===== config.mk =====
export PLATFORM = sky130hd
export DESIGN_NAME = ss_sng
export DESIGN_NICKNAME = d
export VERILOG_FILES = /design/src/rtl/ss_sng.sv
export SDC_FILE = /design/constraint.sdc
export NUM_CORES = 1
export LEC_CHECK = 0
export CAP_MARGIN = 30
export CORE_MARGIN = 5
export CORE_UTILIZATION = 55
export DETAILED_ROUTE_END_ITERATION = 8
export DONT_BUFFER_PORTS = 1
export HOLD_SLACK_MARGIN = 0.15
export PLACE_DENSITY = 0.74
export REMOVE_ABC_BUFFERS = 1
export SYNTH_ARGS = -nofsm -noshare
export SYNTH_HDL_FRONTEND = slang
export SYNTH_SLANG_ARGS = --single-unit

===== constraint.sdc =====
create_clock -name CLK -period 2.15 [get_ports CLK]
set_clock_uncertainty 0.15 [all_clocks]
set_input_delay 0.645 -clock CLK [delete_from_list [all_inputs] [get_ports CLK]]
set_output_delay 0.645 -clock CLK [all_outputs]
set_load 0.02 [all_outputs]

===== src/rtl/ss_sng.sv =====
// ss_sng: stochastic number generator (maximal-length LFSR + comparator).
// Optional macro SS_SNG_PERIOD_SYNC_EN aligns value updates to LFSR period boundaries.
module ss_sng #(
  parameter int          N    = 16,
  parameter int unsigned SEED = 1
) (
  input  logic         CLK,
  input  logic         INIT,
  input  logic         EN,
  input  logic [N-1:0] VALUE,
  input  logic         LOAD,
  input  logic [N-1:0] SEED_IN,
  input  logic         SEED_LOAD,
  output logic         OUT,
  output logic         PERIOD_DONE
);

  generate
    if (N != 8 && N != 16 && N != 32) begin : g_bad_width
      $error("ss_sng: N must be 8, 16 or 32");
    end
  endgenerate

  // Tap masks: bit (k-1) set for each x^k term of the feedback polynomial.
  localparam logic [31:0]  TAP_MASK_32 = (N == 8)  ? 32'h0000_00B8 :
                                         (N == 16) ? 32'h0000_D008 :
                                                     32'h8020_0003;
  localparam logic [N-1:0] TAP_MASK    = TAP_MASK_32[N-1:0];
  localparam logic [N-1:0] SEED_TRUNC  = SEED[N-1:0];
  localparam logic [N-1:0] RESET_LFSR  = (SEED_TRUNC == '0) ? '1 : SEED_TRUNC;

  logic [N-1:0] lfsr_reg;
  logic [N-1:0] lfsr_next;
  logic [N-1:0] value_reg;
  logic [N-1:0] value_next;
  logic         out_reg;
  logic         out_next;
  logic [N-1:0] tap_bits;
  logic         feedback;
  logic [N-1:0] lfsr_step;
  logic [N-1:0] seed_fixed;

  genvar gi;
  generate
    for (gi = 0; gi < N; gi++) begin : g_tap
      assign tap_bits[gi] = lfsr_reg[gi] & TAP_MASK[gi];
    end
  endgenerate

  assign feedback   = ^tap_bits;
  assign lfsr_step  = {lfsr_reg[N-2:0], feedback};
  // A zero seed would lock the LFSR, so it is replaced by all-ones.
  assign seed_fixed = (SEED_IN == '0) ? '1 : SEED_IN;
  assign OUT        = out_reg;

`ifdef SS_SNG_PERIOD_SYNC_EN

  localparam logic [N-1:0] LAST_CNT = {{(N-1){1'b1}}, 1'b0};

  logic [N-1:0] pend_val_reg;
  logic [N-1:0] pend_val_next;
  logic         pend_vld_reg;
  logic         pend_vld_next;
  logic [N-1:0] period_cnt_reg;
  logic [N-1:0] period_cnt_next;
  logic         period_done_reg;
  logic         period_done_next;
  logic         boundary;

  always_comb begin
    lfsr_next        = lfsr_reg;
    value_next       = value_reg;
    out_next         = 1'b0;
    pend_val_next    = pend_val_reg;
    pend_vld_next    = pend_vld_reg;
    period_cnt_next  = period_cnt_reg;
    period_done_next = 1'b0;
    boundary         = 1'b0;

    // A reseed restarts the period, so it counts as a boundary for value updates.
    if (SEED_LOAD) begin
      lfsr_next       = seed_fixed;
      period_cnt_next = '0;
      boundary        = 1'b1;
    end else if (EN) begin
      out_next  = (lfsr_reg <= value_reg);
      lfsr_next = lfsr_step;
      if (period_cnt_reg == LAST_CNT) begin
        period_cnt_next  = '0;
        period_done_next = 1'b1;
        boundary         = 1'b1;
      end else begin
        period_cnt_next = period_cnt_reg + 1'b1;
      end
    end

    if (boundary) begin
      if (LOAD) begin
        value_next = VALUE;
      end else if (pend_vld_reg) begin
        value_next = pend_val_reg;
      end
      pend_vld_next = 1'b0;
    end else if (LOAD) begin
      pend_val_next = VALUE;
      pend_vld_next = 1'b1;
    end
  end

  always_ff @(posedge CLK or posedge INIT) begin
    if (INIT) begin
      lfsr_reg        <= RESET_LFSR;
      value_reg       <= '0;
      out_reg         <= 1'b0;
      pend_val_reg    <= '0;
      pend_vld_reg    <= 1'b0;
      period_cnt_reg  <= '0;
      period_done_reg <= 1'b0;
    end else begin
      lfsr_reg        <= lfsr_next;
      value_reg       <= value_next;
      out_reg         <= out_next;
      pend_val_reg    <= pend_val_next;
      pend_vld_reg    <= pend_vld_next;
      period_cnt_reg  <= period_cnt_next;
      period_done_reg <= period_done_next;
    end
  end

  assign PERIOD_DONE = period_done_reg;

`else

  // Without period alignment, LOAD takes effect on the very next edge.
  always_comb begin
    lfsr_next  = lfsr_reg;
    value_next = LOAD ? VALUE : value_reg;
    out_next   = 1'b0;
    if (SEED_LOAD) begin
      lfsr_next = seed_fixed;
    end else if (EN) begin
      out_next  = (lfsr_reg <= value_reg);
      lfsr_next = lfsr_step;
    end
  end

  always_ff @(posedge CLK or posedge INIT) begin
    if (INIT) begin
      lfsr_reg  <= RESET_LFSR;
      value_reg <= '0;
      out_reg   <= 1'b0;
    end else begin
      lfsr_reg  <= lfsr_next;
      value_reg <= value_next;
      out_reg   <= out_next;
    end
  end

  assign PERIOD_DONE = 1'b0;

`endif

endmodule


Word level (Yosys, flattened, before mapping)
Index checks and enable logic that the tools add are counted.

word-level totals
  flip-flop bits (word level) = 33
  input bits = 37
  output and inout bits = 2
  logic and storage cells = 12

cells by class
  magnitude comparators = 1
  mux-type cells = 5
  reductions and logical operators = 3

operators by type and width
  kind                  number
  16-bit 2-to-1 mux     3
  16-bit <= comparator  1
  16-bit logical NOT    1
  16-bit parity         1
  1-bit 2-to-1 mux      2
  2-bit nonzero test    1

Logic depth before layout (Yosys ltp)
  depth after elaboration = 3
  gate-level depth with buffers = 6
  gate-level depth less buffers = 6

Worst setup path after synthesis
OpenSTA, ideal clock, no wires.

  kind = input port to flip-flop
  start point = input port SEED_IN[11]
  end point = register lfsr_reg[12]
  setup time = 0.065 ns
  arrival = 1.974 ns
  required time = 1.935 ns
  path slack = -0.039 ns
  stages on the path = 4
  path buffers = 1
  path through = or4_4 o41ai_4 buf_6 o22a_1

on the way
  longest elaborated chain between the ends = 3

ends and longest elaborated chain
  what                    line  source
  start: declaration      12    input logic [N-1:0] SEED_IN,
  16-bit logical NOT      53    assign seed_fixed = (SEED_IN == '0) ? '1 : SEED_IN;
  16-bit 2-to-1 mux       53
  16-bit 2-to-1 mux       139   if (SEED_LOAD) begin
  end signal: assignment  153   lfsr_reg <= lfsr_next;
  end: declaration        32    logic [N-1:0] lfsr_reg;

No other way between the ends.
A chain may end at the register's enable or synchronous reset.

Final worst setup path
  start point = register lfsr_reg[14]
  end point = register out_reg (netlist: OUT)

on the way
  longest elaborated chain between the ends = 3

ends and longest elaborated chain
  what                    line  source
  16-bit <= comparator    142   out_next = (lfsr_reg <= value_reg);
  1-bit 2-to-1 mux        141   end else if (EN) begin
  1-bit 2-to-1 mux        139
  named net out_next      37    logic out_next;
  end signal: assignment  155   out_reg <= out_next;
  end: declaration        36    logic out_reg;

The timed path passes the listed nets, and every way through them passes these cells.

==> results.cfg <==
[status]
status = complete, no violations

[drt]
vias = 1306
ant_nets = 0
viasPerCell = 5.703
first_iter_violations = 32
avgRoutedWirePerCell_um = 16.78
drt-total-wl_um = 3842
drc = 0
drtPass1Iterations = 4

[sta]
final-setup-viol-count = 0
rsz0062_at_grt = no
drv_slew = 0
fin_crit_ns = 1.984
finalHoldViolCount = 0
fmax_ghz = 0.5041
period_share = 0.9226

[yosys]
synthCells = 180
synth_ff_type = dfrtp_1
synth-seq-cells = 33
synthTopCellsByArea = dfrtp_1 (44%), ha_1 (11%), o22a_1 (6.2%), o21ai_0 (4.4%), mux2_1 (4.3%)
yosys.area.top_type = dfrtp_1
synthAdderAreaFrac = 0.1089
yosysWarnings = 0
synth_compound_area_frac = 0.1777
synth_edf_count = 0
async_flop_share = 1.000
synthesis.area_um2 = 1838
synthSimpleGateAreaFrac = 0.1082
ys_types = 32
synth_top_area_share = 0.4357
synth-xor-area-share = 0.01430
synth.area.mux_share = 0.07965
syn_area_per_cell_um2 = 10.21
ys_seq_area_frac = 0.4500
synth_top_family_by_area = compound AO/OA/AOI/OAI gates

[finish]
nFillCells = 288
antennaDiodeCount = 0
instances_no_fill = 229
fin_area_um2 = 1939
nNetsFinal = 235
area_delta_synth_final_pct = 5.514
drive_above_1_share = 0.1093

[clock_network]
htreeDepth = 2
cts_tree = built
cts_num_sinks = 33
cts_inserted_buffers = 5
root_buffer = clkbuf_4
cts.path.max_buffers = 2
clk_latency_ns = 0.34
cts.clk_slew.worst_paths_ns = 0.10

[grt]
grt_pass1_wl_um = 6361
top_usage_layer = met2
met2_usage = 0.3135
grtUsageMet1 = 0.2229
gr-total-overflow = 0
grt_max_degree = 34
antenna_found_initial = 0
track_usage = 0.1909
grt_pass1_vias = 1359
met3_usage = 0.08703

[power]
pwr-share-clk = 0.253
powerDensity_nw_per_um2 = 685.5
p_int_uw = 943.0
seq_power_share = 0.545
p_leak_uw = 0.0008705
combPwrFrac = 0.202
p_sw_uw = 386.4
peakVddDrop_v = 0.0003521
switching_share = 0.2907

[placement]
gp_congestion = 0.8653
io_buffers = 0
postPlaceCellArea_um2 = 1873
dp.cells = 220
dp_hpwl_um = 2851

[worst_setup_path]
cpPeakStageDelay_ns = 0.44
endpoint = OUT
critical_path.top_delay_family = simple AND/OR/NAND/NOR gates
timing.rr.end = OUT
crit_path_start = lfsr_reg[14]
crit_path_start_kind = flop
end_kind = flop
cp.depth = 5
cp_num_buf_inv = 0
worstRegToRegCells = 5
reg2reg_from = lfsr_reg[14]
path_class = reg -> reg
crit_fanout = 4
crit_chain = ha_1, nand4_1, nor4_2, a21boi_1, o31ai_1
ff2ff_setup_slack_ns = 0.17
slowest_stage = dfrtp_1
crit_arrival_ns = 2.07
worstPathRequired_ns = 2.24

[floorplan]
die_height_um = 67.81
pin_count = 39
die_w_um = 67.81
initial_core_util = 0.5596
rows = 21
die_area_um2 = 4598
coreArea_um2 = 3284

[min_path]
hold_class = in -> reg
hp-start = LOAD

[flow_run]
maxCapViolations = 0
-- how the worst min path moves through the flow --
stage | cells past startpoint | to | slack, ns
floorplan | 2 | lfsr_reg[0] | 0.29
global placement | 2 | lfsr_reg[0] | 0.30
detailed placement | 2 | lfsr_reg[0] | 0.31
CTS | 1 | value_reg[6] | 0.24
global route | 1 | value_reg[5] | 0.21
finish | 1 | value_reg[6] | 0.24
-- kinds of logic (layout without fill, tap and decap cells) --
logic type / after synthesis / in the layout
AO/OA/AOI/OAI: 48 / 48
XOR/XNOR: 3 / 3
adder cells (fa/ha/maj): 16 / 16
buffers and inverters: 26 / 29
flip-flops: 33 / 33
multiplexers: 13 / 13
other: 1 / 1
AND/OR/NAND/NOR: 40 / 40
-- worst register-to-register path, stage by stage, from the launching register on --
cell,delay (ns)
dfrtp_1,0.44
ha_1,0.34
nand4_1,0.22
nor4_2,0.41
a21boi_1,0.23
o31ai_1,0.09
-- power groups by stage --
stage	registers [µW]	clock network (µW)	logic (µW)
floorplan	724	0	209
global placement	733	0	249
CTS	724	345	268
finish	724	337	268
detailed placement	736	0	263
global route	731	381	310
-- cell usage after synthesis, drive strengths merged (3+ instances only) --
| master | number |
|---|---|
| nand4 | 3 |
| dfrtp | 32 |
| a21oi | 10 |
| nor2 | 6 |
| clkbuf | 7 |
| mux2 | 13 |
| o22a | 13 |
| or4 | 4 |
| inv | 17 |
| o21ai | 19 |
| ha | 16 |
| nand2 | 21 |
-- metrics by stage --
stage               setup WS (ns)  hold slack (ns)  setup TNS [ns]  utilization  total power [µW]
finish                     0.1663           0.2422               0       0.5905              1329
global route              0.05997           0.2144               0       0.5905              1422
CTS                        0.1581           0.2375               0       0.5886              1337
detailed placement       -0.01923           0.3128        -0.01932       0.5703             999.1
global placement          0.02339           0.3044               0       0.5703             981.8
floorplan                 -0.1380           0.2932          -2.103            -             932.5
-- cell type report --
type / count / area (µm²) / share of cell area
clock buffer: 7 / 45.04 / 0.02323
clock inverter: 1 / 5.005 / 0.002581
inverter: 17 / 63.81 / 0.03290
multi-input combinational: 121 / 908.4 / 0.4684
sequential: 33 / 827.0 / 0.4265
tap: 46 / 57.56 / 0.02968
timing repair buffer: 4 / 32.53 / 0.01677
-- cell usage in the layout (no fill, tap or decap), drive strengths merged --
master and count:
nand4 3, nor4 1, xnor2 2, o21ai 19, nor2b 1, ha 16
o211ai 1, inv 17, o31ai 1, dfstp 1, nand2 21, a21oi 10
and4b 1, nor2 6, buf 3, nand3 2, clkinv 1, dfrtp 32
dlygate4sd3 1, or3b 1, o41ai 1, a221o 1, xor2 1, mux2 13
conb 1, a21boi 1, clkbuf 7, or4 4, a21o 1, o22a 13
-- what timing repair did --
action                     CTS  global route
setup endpoints to repair    0             1
hold buffers                 1             0
hold endpoints to repair    26             0
resized for setup            0             1
setup buffers                0             0
-- layer usage --
layer,vias up,part of all wire,routed length [µm]
li1,634,-,-
met1,623,0.42,1616
met2,41,0.47,1795
met3,8,0.095,364
met4,0,0.017,65
met5,-,0,0
(Power assumes the default switching activity.)
